<file path="config.mk">
export PLATFORM = sky130hd
export DESIGN_NAME = exp_pwl_pipe
export DESIGN_NICKNAME = d
export VERILOG_FILES = /design/src/rtl/exp_pwl_pkg.sv /design/src/rtl/exp_pwl_rom.sv /design/src/rtl/exp_pwl_pipe.sv
export SDC_FILE = /design/constraint.sdc
export NUM_CORES = 1
export LEC_CHECK = 0
export CAP_MARGIN = 10
export CELL_PAD_IN_SITES_DETAIL_PLACEMENT = 2
export CELL_PAD_IN_SITES_GLOBAL_PLACEMENT = 2
export CORE_MARGIN = 4
export CORE_UTILIZATION = 40
export CTS_CLUSTER_DIAMETER = 100
export DETAILED_ROUTE_END_ITERATION = 10
export PLACE_DENSITY_LB_ADDON = 0.1
export SYNTH_ARGS = -nofsm -noshare
export SYNTH_HDL_FRONTEND = slang
export SYNTH_HIERARCHICAL = 1
export SYNTH_SLANG_ARGS = --single-unit
</file>
<file path="constraint.sdc">
create_clock -name i_clk -period 12.9 [get_ports i_clk]
set_input_delay 3.87 -clock i_clk [delete_from_list [all_inputs] [get_ports i_clk]]
set_output_delay 3.87 -clock i_clk [all_outputs]
set_load 0.02 [all_outputs]
</file>
<file path="src/rtl/exp_pwl_pkg.sv">
// -----------------------------------------------------------------------------
// exp_pwl_pkg
// Shared helpers for the piecewise-linear exponential pipeline:
//   calc_frac_w    - interpolation fraction width (IN_WIDTH - SEG_BITS)
//   calc_rom_depth - segment endpoint table depth (2^SEG_BITS + 1)
//   exp_entry      - endpoint value k = round(exp(x_k) * 2^OUT_FRAC), evaluated
//                    at elaboration so the table is a constant in the netlist.
// No ports.
// -----------------------------------------------------------------------------
package exp_pwl_pkg;

  // Internal precision of the elaboration-time exp evaluation (fraction bits).
  localparam int EXP_ACC_FRAC = 40;
  localparam int EXP_TERMS    = 40;

  function automatic int calc_frac_w(input int in_width, input int seg_bits);
    return in_width - seg_bits;
  endfunction

  function automatic int calc_rom_depth(input int seg_bits);
    return (1 << seg_bits) + 1;
  endfunction

  // Entry k sits at x_k = (k - 2^(SEG_BITS-1)) * 2^FRAC_W / 2^IN_FRAC.
  // exp(|x|) is summed as a Taylor series in fixed point; negative arguments
  // use the reciprocal so every term stays positive and the series converges fast.
  function automatic longint exp_entry(input int k, input int seg_bits,
                                       input int frac_w, input int in_frac,
                                       input int out_frac, input int out_width);
    longint sum;
    longint term;
    longint num;
    longint den;
    longint mag;
    longint val;
    longint max_val;
    int     half;
    half = 1 << (seg_bits - 1);
    mag  = (k >= half) ? longint'(k - half) : longint'(half - k);
    num  = mag << frac_w;
    den  = longint'(1) << in_frac;
    term = longint'(1) << EXP_ACC_FRAC;
    sum  = term;
    for (int n = 1; n <= EXP_TERMS; n++) begin
      term = (term * num) / (den * longint'(n));
      sum  = sum + term;
    end
    if (k >= half) begin
      val = ((sum << out_frac) + (longint'(1) << (EXP_ACC_FRAC - 1))) >>> EXP_ACC_FRAC;
    end else begin
      val = ((longint'(1) << (EXP_ACC_FRAC + out_frac)) + (sum >>> 1)) / sum;
    end
    max_val = (longint'(1) << out_width) - 1;
    if (val > max_val) begin
      val = max_val;
    end
    return val;
  endfunction

endpackage

</file>
<file path="src/rtl/exp_pwl_rom.sv">
// -----------------------------------------------------------------------------
// exp_pwl_rom
// Dual-read segment endpoint ROM with registered read. Port A returns
// LUT[idx], port B returns LUT[idx+1]; the table carries one extra entry so
// the top segment reads LUT[2^SEG_BITS] instead of wrapping.
// Ports:
//   i_clk  - clock
//   i_en   - read enable; outputs hold while low (pipeline stall)
//   i_idx  - segment index
//   o_y0   - LUT[idx]   (one cycle after i_en)
//   o_y1   - LUT[idx+1] (one cycle after i_en)
// -----------------------------------------------------------------------------
module exp_pwl_rom
  import exp_pwl_pkg::*;
#(
  parameter int SEG_BITS  = 6,
  parameter int OUT_WIDTH = 16,
  parameter int IN_FRAC   = 8,
  parameter int OUT_FRAC  = 8,
  parameter int FRAC_W    = 4
) (
  input  logic                 i_clk,
  input  logic                 i_en,
  input  logic [SEG_BITS-1:0]  i_idx,
  output logic [OUT_WIDTH-1:0] o_y0,
  output logic [OUT_WIDTH-1:0] o_y1
);

  localparam int DEPTH = calc_rom_depth(SEG_BITS);

  logic [OUT_WIDTH-1:0] rom_mem [DEPTH];
  logic [SEG_BITS:0]    addr0;
  logic [SEG_BITS:0]    addr1;
  logic [OUT_WIDTH-1:0] y0_d;
  logic [OUT_WIDTH-1:0] y1_d;
  logic [OUT_WIDTH-1:0] y0_q;
  logic [OUT_WIDTH-1:0] y1_q;

  for (genvar gi = 0; gi < DEPTH; gi++) begin : g_entry
    localparam longint ENTRY = exp_entry(gi, SEG_BITS, FRAC_W, IN_FRAC, OUT_FRAC, OUT_WIDTH);
    assign rom_mem[gi] = OUT_WIDTH'(ENTRY);
  end

  always_comb begin
    addr0 = {1'b0, i_idx};
    addr1 = addr0 + (SEG_BITS + 1)'(1);
    y0_d  = rom_mem[addr0];
    y1_d  = rom_mem[addr1];
  end

  // No reset: block-RAM style output registers; validity is tracked by the top.
  always_ff @(posedge i_clk) begin
    if (i_en) begin
      y0_q <= y0_d;
      y1_q <= y1_d;
    end
  end

  assign o_y0 = y0_q;
  assign o_y1 = y1_q;

endmodule

</file>
<file path="src/rtl/exp_pwl_pipe.sv">
// -----------------------------------------------------------------------------
// exp_pwl_pipe
// Three-stage exp(x) evaluator: endpoint lookup, slope*fraction product,
// round-half-up interpolation with saturation. One global advance enable
// freezes every stage when the output is held by the consumer.
// Ports:
//   i_clk, i_rst_n     - clock, asynchronous active-low reset
//   i_valid / o_ready  - input handshake (o_ready = !o_valid || i_ready)
//   i_arg              - signed fixed-point argument (IN_WIDTH, IN_FRAC)
//   i_tag              - sideband returned with the result
//   o_valid / i_ready  - output handshake
//   o_result           - exp(i_arg), unsigned (OUT_WIDTH, OUT_FRAC)
//   o_tag              - tag belonging to o_result
//   o_sat              - result was clipped to 0 or 2^OUT_WIDTH-1
// -----------------------------------------------------------------------------
module exp_pwl_pipe
  import exp_pwl_pkg::*;
#(
  parameter int IN_WIDTH  = 10,
  parameter int IN_FRAC   = 8,
  parameter int OUT_WIDTH = 16,
  parameter int OUT_FRAC  = 8,
  parameter int SEG_BITS  = 6,
  parameter int TAG_WIDTH = 4
) (
  input  logic                 i_clk,
  input  logic                 i_rst_n,
  input  logic                 i_valid,
  output logic                 o_ready,
  input  logic [IN_WIDTH-1:0]  i_arg,
  input  logic [TAG_WIDTH-1:0] i_tag,
  output logic                 o_valid,
  input  logic                 i_ready,
  output logic [OUT_WIDTH-1:0] o_result,
  output logic [TAG_WIDTH-1:0] o_tag,
  output logic                 o_sat
);

  localparam int FRAC_W = calc_frac_w(IN_WIDTH, SEG_BITS);
  localparam int FW     = (FRAC_W > 0) ? FRAC_W : 1;
  localparam int P_W    = OUT_WIDTH + FRAC_W + 1;
  localparam int R_W    = P_W + 1;

  // Payload between the multiply stage and the interpolation stage.
  typedef struct packed {
    logic [OUT_WIDTH-1:0] y0;
    logic [P_W-1:0]       p;
    logic [TAG_WIDTH-1:0] tag;
    logic                 valid;
  } stage_t;

  logic                 en;
  logic [IN_WIDTH-1:0]  u;
  logic [SEG_BITS-1:0]  idx;
  logic [FW-1:0]        frac;

  logic                 v1_d, v1_q;
  logic [TAG_WIDTH-1:0] tag1_d, tag1_q;
  logic [FW-1:0]        frac1_d, frac1_q;
  logic [OUT_WIDTH-1:0] y0_rom, y1_rom;

  logic signed [OUT_WIDTH:0] d;
  logic signed [P_W-1:0]     d_ext, f_ext, p;
  stage_t                    s2_d, s2_q;

  logic signed [R_W-1:0] r;
  logic [OUT_WIDTH-1:0]  res3_d, res3_q;
  logic                  sat3_d, sat3_q;
  logic [TAG_WIDTH-1:0]  tag3_d, tag3_q;
  logic                  v3_d, v3_q;

  assign en      = !v3_q || i_ready;
  assign o_ready = en;

  // Adding 2^(IN_WIDTH-1) to a two's-complement value is an MSB flip.
  assign u   = {~i_arg[IN_WIDTH-1], i_arg[IN_WIDTH-2:0]};
  assign idx = u[IN_WIDTH-1:FRAC_W];

  if (FRAC_W > 0) begin : g_frac
    assign frac = u[FW-1:0];
  end else begin : g_nofrac
    assign frac = '0;
  end

  // ---------------- stage 1: lookup ----------------
  exp_pwl_rom #(
    .SEG_BITS (SEG_BITS),
    .OUT_WIDTH(OUT_WIDTH),
    .IN_FRAC  (IN_FRAC),
    .OUT_FRAC (OUT_FRAC),
    .FRAC_W   (FRAC_W)
  ) u_rom (
    .i_clk(i_clk),
    .i_en (en),
    .i_idx(idx),
    .o_y0 (y0_rom),
    .o_y1 (y1_rom)
  );

  always_comb begin
    v1_d    = v1_q;
    tag1_d  = tag1_q;
    frac1_d = frac1_q;
    if (en) begin
      v1_d    = i_valid;
      tag1_d  = i_tag;
      frac1_d = frac;
    end
  end

  // ---------------- stage 2: slope * fraction ----------------
  always_comb begin
    d     = $signed({1'b0, y1_rom}) - $signed({1'b0, y0_rom});
    d_ext = P_W'(d);
    f_ext = P_W'($signed({1'b0, frac1_q}));
    p     = d_ext * f_ext;
    s2_d  = s2_q;
    if (en) begin
      s2_d.y0    = y0_rom;
      s2_d.p     = p;
      s2_d.tag   = tag1_q;
      s2_d.valid = v1_q;
    end
  end

  // ---------------- stage 3: round, add, clip ----------------
  if (FRAC_W > 0) begin : g_round
    localparam logic signed [P_W-1:0] RND = P_W'(2 ** (FRAC_W - 1));
    logic signed [P_W-1:0] p_rnd;
    assign p_rnd = $signed(s2_q.p) + RND;
    assign r     = R_W'($signed({1'b0, s2_q.y0})) + R_W'(p_rnd >>> FRAC_W);
  end else begin : g_noround
    assign r = R_W'($signed({1'b0, s2_q.y0}));
  end

  always_comb begin
    res3_d = res3_q;
    sat3_d = sat3_q;
    tag3_d = tag3_q;
    v3_d   = v3_q;
    if (en) begin
      tag3_d = s2_q.tag;
      v3_d   = s2_q.valid;
      if (r[R_W-1]) begin
        res3_d = '0;
        sat3_d = 1'b1;
      end else if (|r[R_W-2:OUT_WIDTH]) begin
        res3_d = '1;
        sat3_d = 1'b1;
      end else begin
        res3_d = r[OUT_WIDTH-1:0];
        sat3_d = 1'b0;
      end
    end
  end

  always_ff @(posedge i_clk or negedge i_rst_n) begin
    if (!i_rst_n) begin
      v1_q    <= 1'b0;
      tag1_q  <= '0;
      frac1_q <= '0;
      s2_q    <= '0;
      res3_q  <= '0;
      sat3_q  <= 1'b0;
      tag3_q  <= '0;
      v3_q    <= 1'b0;
    end else begin
      v1_q    <= v1_d;
      tag1_q  <= tag1_d;
      frac1_q <= frac1_d;
      s2_q    <= s2_d;
      res3_q  <= res3_d;
      sat3_q  <= sat3_d;
      tag3_q  <= tag3_d;
      v3_q    <= v3_d;
    end
  end

  assign o_valid  = v3_q;
  assign o_result = res3_q;
  assign o_tag    = tag3_q;
  assign o_sat    = sat3_q;

endmodule

</file>
== Word level (Yosys, flattened, before mapping) ==
Memory sizes are Yosys's and may differ from the RTL's. A register that Yosys moved wholly into a read port is not among the register bits.
Index checks and enable logic that the tools add are counted.
Word-level totals
  memory bits (read-only): 4096
  register bits: 73
  memories: 2
  logic and storage cells: 28
Memory list
  (name not given): depth 128, bits a word 16, read ports 1, clocked after memory_dff 1, write ports 0, RTL line exp_pwl_rom.sv:47  | y0_d = rom_mem[addr0];
  (name not given): depth 128, bits a word 16, read ports 1, clocked after memory_dff 1, write ports 0, RTL line exp_pwl_rom.sv:48  | y1_d = rom_mem[addr1];
Cells by class
  bitwise logic cells: 3
  add/sub/neg operators: 4
  multipliers: 1
  reductions and logical operators: 3
  multiplexer cells: 4
Operators with widths (count)
  $mux 16: 2
  $add 21x5->21 const B: 1
  $mul 17x5->21: 1
  $add 17x17->18: 1
  $sub 16x16->17: 1
  $not 6->8: 1
  $not 7->8: 1
  $add 6x1->7 const B: 1
  $reduce_or 5->1: 1
  $mux 1: 2
  $logic_not 1->1: 1
  $logic_or 1x1->1: 1
  $not 1->1: 1

== Depth between registers and ports, before layout ==
  word-level depth: 5
  gate-level depth with buffers: 25

== Hierarchy ==
Netlist, hierarchy kept.
By module, submodules not included
  exp_pwl_pipe: cells an instance 810, instances 1, area each 6762.7 um2, sequential area each 1751.7 um2
  exp_pwl_rom: cells an instance 389, instances 1, area each 3159.3 um2, sequential area each 660.6 um2

== Worst setup path after synthesis ==
No wires, ideal clock.
  kind: input -> output
  from: in i_ready
  to: out o_ready
  stages on the path: 5
  data arrival time: 5.387 ns
  setup slack: 3.643 ns
  cell sequence: nor2b_1 > clkbuf_1 > inv_1 > buf_2 > buf_1
On the way
  cells in the longest elaborated chain, start to end: 1
RTL lines
  from (decl): RTL line exp_pwl_pipe.sv:33  | input logic i_ready,
  $logic_or 1x1->1: RTL line exp_pwl_pipe.sv:72  | assign en = !v3_q || i_ready;
  to (decl): RTL line exp_pwl_pipe.sv:29  | output logic o_ready,
No other way between the ends.

== Worst setup path in the final report ==
Ends and elaborated chain as after synthesis.

==> run summary <==
OUTCOME
--------------------------------------------------------------------------------------------------
Run status                                                                               completed

GRT
--------------------------------------------------------------------------------------------------
Global-route usage over all layers                                                          22.82%
Wire length of the first global-routing pass                                              49.80 mm
Most Used Layer, Global Route                                                                 met2
Vias in the first global route                                                                9157
Grt met3 use                                                                                2.234%
Met1 layer usage reported by global route                                                   32.56%
Met2 usage in global routing                                                                38.16%
GR Overflow Total                                                                                0
Number of antenna violations at the first check in global routing                                1
Maximum number of pins on one net before global-route repair                                    89

YOSYS
--------------------------------------------------------------------------------------------------
Library cell with the highest instance count after synthesis                          sky130_fd_sc_hd__nand2_1
Cell taking the most area after synthesis                                             sky130_fd_sc_hd__dfrtp_1
Cell count after synthesis                                                                    1199
Total standard cell area after synthesis                                                  9922 um2
Top cell types by occurrence after synthesis                                          167 x sky130_fd_sc_hd__nand2_1, 106 x sky130_fd_sc_hd__inv_1, 87 x sky130_fd_sc_hd__ha_1, 84 x sky130_fd_sc_hd__o21ai_0, 78 x sky130_fd_sc_hd__a21oi_1
Number of enable flip-flop cells after synthesis                                                22
Library cells used by synthesis                                                                 95
Sequential element share of the synthesized area                                            24.31%
Cell types occupying the most area after synthesis                                    sky130_fd_sc_hd__dfrtp_1 18%, sky130_fd_sc_hd__ha_1 11%, sky130_fd_sc_hd__fa_1 7.3%
Synth Flop Type                                                                       sky130_fd_sc_hd__dfrtp_1
Syn Area/Cell                                                                            8.275 um2
Synthesis warning total                                                                          6
Proportion of netlist area held by the largest area contributor                             17.65%
Async set-or-reset flop fraction in the synthesized netlist                                 76.09%
Flip-flop and latch count after synthesis                                                       92

PWR
--------------------------------------------------------------------------------------------------
Worst-case vdd ir drop                                                                    161.3 uV
Switching pwr                                                                             1.660 mW
Gate power share                                                                             74.5%
Overall power after layout                                                                3.169 mW
Reg power frac                                                                               16.7%
Cell-internal power                                                                       1.508 mW
Clock power frac                                                                              8.8%
Switching share of power                                                                    52.40%
Power density relative to cell area                                                   296.7 nW/um2
Leakage power total                                                                       4.771 nW

STA
--------------------------------------------------------------------------------------------------
Slew Viols, Final                                                                                0
Clk_skew                                                                                0.01360 ns
Total negative setup slack                                                                    0 ns
Worst-Margin Slew                                                                        0.9362 ns
Crit path time final                                                                      9.615 ns
Fin crit share                                                                              74.54%
Number of failing setup endpoints in the final timing report                                     0
Setup repair after global routing missed its margin                                          false
Timing-limited maximum frequency                                                        0.1040 GHz
Number of endpoints with negative hold slack in the final report                                 0
Max-slew headroom at the worst pin                                                          37.38%

SETUP PATH
--------------------------------------------------------------------------------------------------
CP dominant cell by count                                                             sky130_fd_sc_hd__clkdlybuf4s50_1
Crit-path leading delay family                                                        buffers and inverters
Cell with the largest stage delay on the worst path                                   sky130_fd_sc_hd__buf_4
Endpoint required time on the critical path                                                9.03 ns
Critical path buffers and inverters                                                              4
Crit path arrival time                                                                     5.75 ns
List of cells traversed by the critical path                                          clkdlybuf4s50_1 -> nor2b_4 -> buf_4 -> inv_2 -> clkdlybuf4s50_1
Setup CP Type                                                                         primary input to output pin
Critical path's largest stage delay                                                        0.67 ns
Critical path launch point type                                                       primary input
Kind of capture point of the worst setup path                                           output pin
CP max FO                                                                                       88

LAYOUT
--------------------------------------------------------------------------------------------------
Fill cells                                                                                    2847
Layout Area Growth over Synthesis                                                           7.616%
Number of diodes                                                                                 0
Share of layout cells above drive strength 1                                                6.433%
Total Nets Final                                                                              1333
Utilization after layout                                                                    43.78%

DETAILED ROUTING
--------------------------------------------------------------------------------------------------
# DRC                                                                                            0
Post-detailed-route via-to-cell ratio                                                        5.636
Post-Route WL                                                                             30.51 mm
Number of vias in the routed layout                                                           8572
Routed len/inst                                                                           20.06 um
First-pass iteration count of the detailed router                                                4
Remaining antenna violation count                                                                0
DRC marker count from the first detailed-route iteration                                       479

PLACED DESIGN
--------------------------------------------------------------------------------------------------
Input/output buffers                                                                            40
Final weighted congestion in routability-driven placement                                   0.8433
Post-detailed-placement half-perimeter wirelength                                         23.31 mm

CLOCK TREE
--------------------------------------------------------------------------------------------------
Hold Buf Count CTS                                                                               0
TritonCTS Sinks                                                                                 92
Clk root buf                                                                          sky130_fd_sc_hd__clkbuf_16
Inserted Clock Buffers                                                                           9
TritonCTS clock tree                                                                          done
Post CTS Setup Buffer Count                                                                      0
Clock transition time at the flip-flop clock pins of the worst setup and hold paths        0.07 ns
Number of gates resized after CTS                                                                0
CTS H-Tree Depth                                                                                 3
Clock latency reported for the late side of the worst-skew pair                            0.36 ns
Number of buffers on the longest clock path                                                      2

DIE
--------------------------------------------------------------------------------------------------
Initial standard-cell utilization of the core                                               40.68%
Total die area                                                                           27390 um2
Num rows                                                                                        57
I/O pin total                                                                                   41
Die boundary width                                                                        165.5 um
Die Ht                                                                                    165.5 um
Core area                                                                                24390 um2

FLOW RUN
--------------------------------------------------------------------------------------------------
Max Cap Violations                                                                               0

MIN PATH
--------------------------------------------------------------------------------------------------
Path type of the worst min-delay path                                                 register to register

==> metal layers <==
layer	vias up	wire length (um)
li1	4102	-
met5	-	0
met1	4350	14890
met2	101	14480
met3	19	835
met4	0	301
==> tightest hold or removal path: cells and delay by family, from the launching register on <==
family,cells,cell delay (ns)
flops,1,0.35
simple gates,2,0.10
==> area by class of cell <==
cell class / count / area (um2) / share of cell area (%)
Timing Repair Buffer: 50 / 467.9 / 4.382
Multi-Input combinational cell: 932 / 6689 / 62.64
Tap cell: 324 / 405.4 / 3.797
Clock inverter: 6 / 72.57 / 0.6796
Sequential cell: 92 / 2412 / 22.59
Inverter: 107 / 401.6 / 3.761
Clock buffer: 10 / 229.0 / 2.144
==> final timing paths <==
path                                              start                        to  slack [ns]  cells after the start
worst max-delay path                            i_ready                   o_ready        3.28                      5
worst min-delay path               o_tag[3]$_DFFE_PN0P_      o_tag[3]$_DFFE_PN0P_        0.47                      2
worst max register to register  u_rom/o_y0[1]$_DFFE_PP_      s2_q[25]$_DFFE_PN0P_        6.57                     24
worst min register to register     o_tag[3]$_DFFE_PN0P_      o_tag[3]$_DFFE_PN0P_        0.47                      2
max in group asynchronous                       i_rst_n    frac1_q[2]$_DFFE_PN0P_        8.65                      1
min in group asynchronous                       i_rst_n  o_result[10]$_DFFE_PN0P_        3.65                      1
==> power groups by stage <==
stage | combinational [mW] | clock [mW] | sequential, mW
after floorplan | 1.66 | 0 | 0.538
after global placement | 2.26 | 0 | 0.530
after detailed placement | 2.37 | 0 | 0.537
after CTS | 2.40 | 0.287 | 0.532
after global routing | 2.68 | 0.300 | 0.546
final | 2.36 | 0.279 | 0.530
==> cell usage in the layout, fill, tap and decap left out, types with 18 or more instances in the layout <==
cell                              instances
sky130_fd_sc_hd__nor2_1                  75
sky130_fd_sc_hd__fa_1                    36
sky130_fd_sc_hd__edfxtp_1                22
sky130_fd_sc_hd__xnor2_1                 40
sky130_fd_sc_hd__nand2b_1                18
sky130_fd_sc_hd__dfrtp_1                 70
sky130_fd_sc_hd__nand3_1                 20
sky130_fd_sc_hd__xor2_1                  19
sky130_fd_sc_hd__and2_1                  48
sky130_fd_sc_hd__o21ai_0                 84
sky130_fd_sc_hd__clkdlybuf4s50_1         38
sky130_fd_sc_hd__inv_1                  105
sky130_fd_sc_hd__a21oi_1                 78
sky130_fd_sc_hd__nand2_1                167
sky130_fd_sc_hd__ha_1                    87
==> logic make-up (layout without fill, tap and decap cells) <==
logic type      count (synthesis)  count (layout)  share of synthesized area, %
other cells                     1              10                       0.03779
simple gates                  393             393                         19.10
fa+ha+maj                     123             123                         18.23
xor+xnor                       62              62                         5.813
flops                          92              92                         24.31
mux                            15              15                         2.207
compound gates                329             329                         21.60
buf+inv                       184             173                         8.688
==> per-stage QoR <==
step | cell area [um2] | hold slack [ns] | instances | setup slack (ns)
detailed placement | 10380 | 0.4606 | 1505 | 3.271
floorplan | 9956 | 0.4300 | 1208 | 3.643
global route | 10680 | 0.4905 | 1521 | 3.144
CTS | 10680 | 0.4773 | 1521 | 3.257
finish | 10680 | 0.4722 | 1521 | 3.285
global placement | 10380 | 0.4403 | 1505 | 3.287
==> sequential cells by signal, indices dropped and copies added (netlist names) <==
register / flops
o_result: 16
u_rom/o_y1: 11
s2_q: 39
v1_q: 1
u_rom/o_y0: 11
frac1_q: 4
o_sat: 1
o_valid: 1
o_tag: 4
tag1_q: 4
Note: power is estimated with default switching activity, not from simulation.
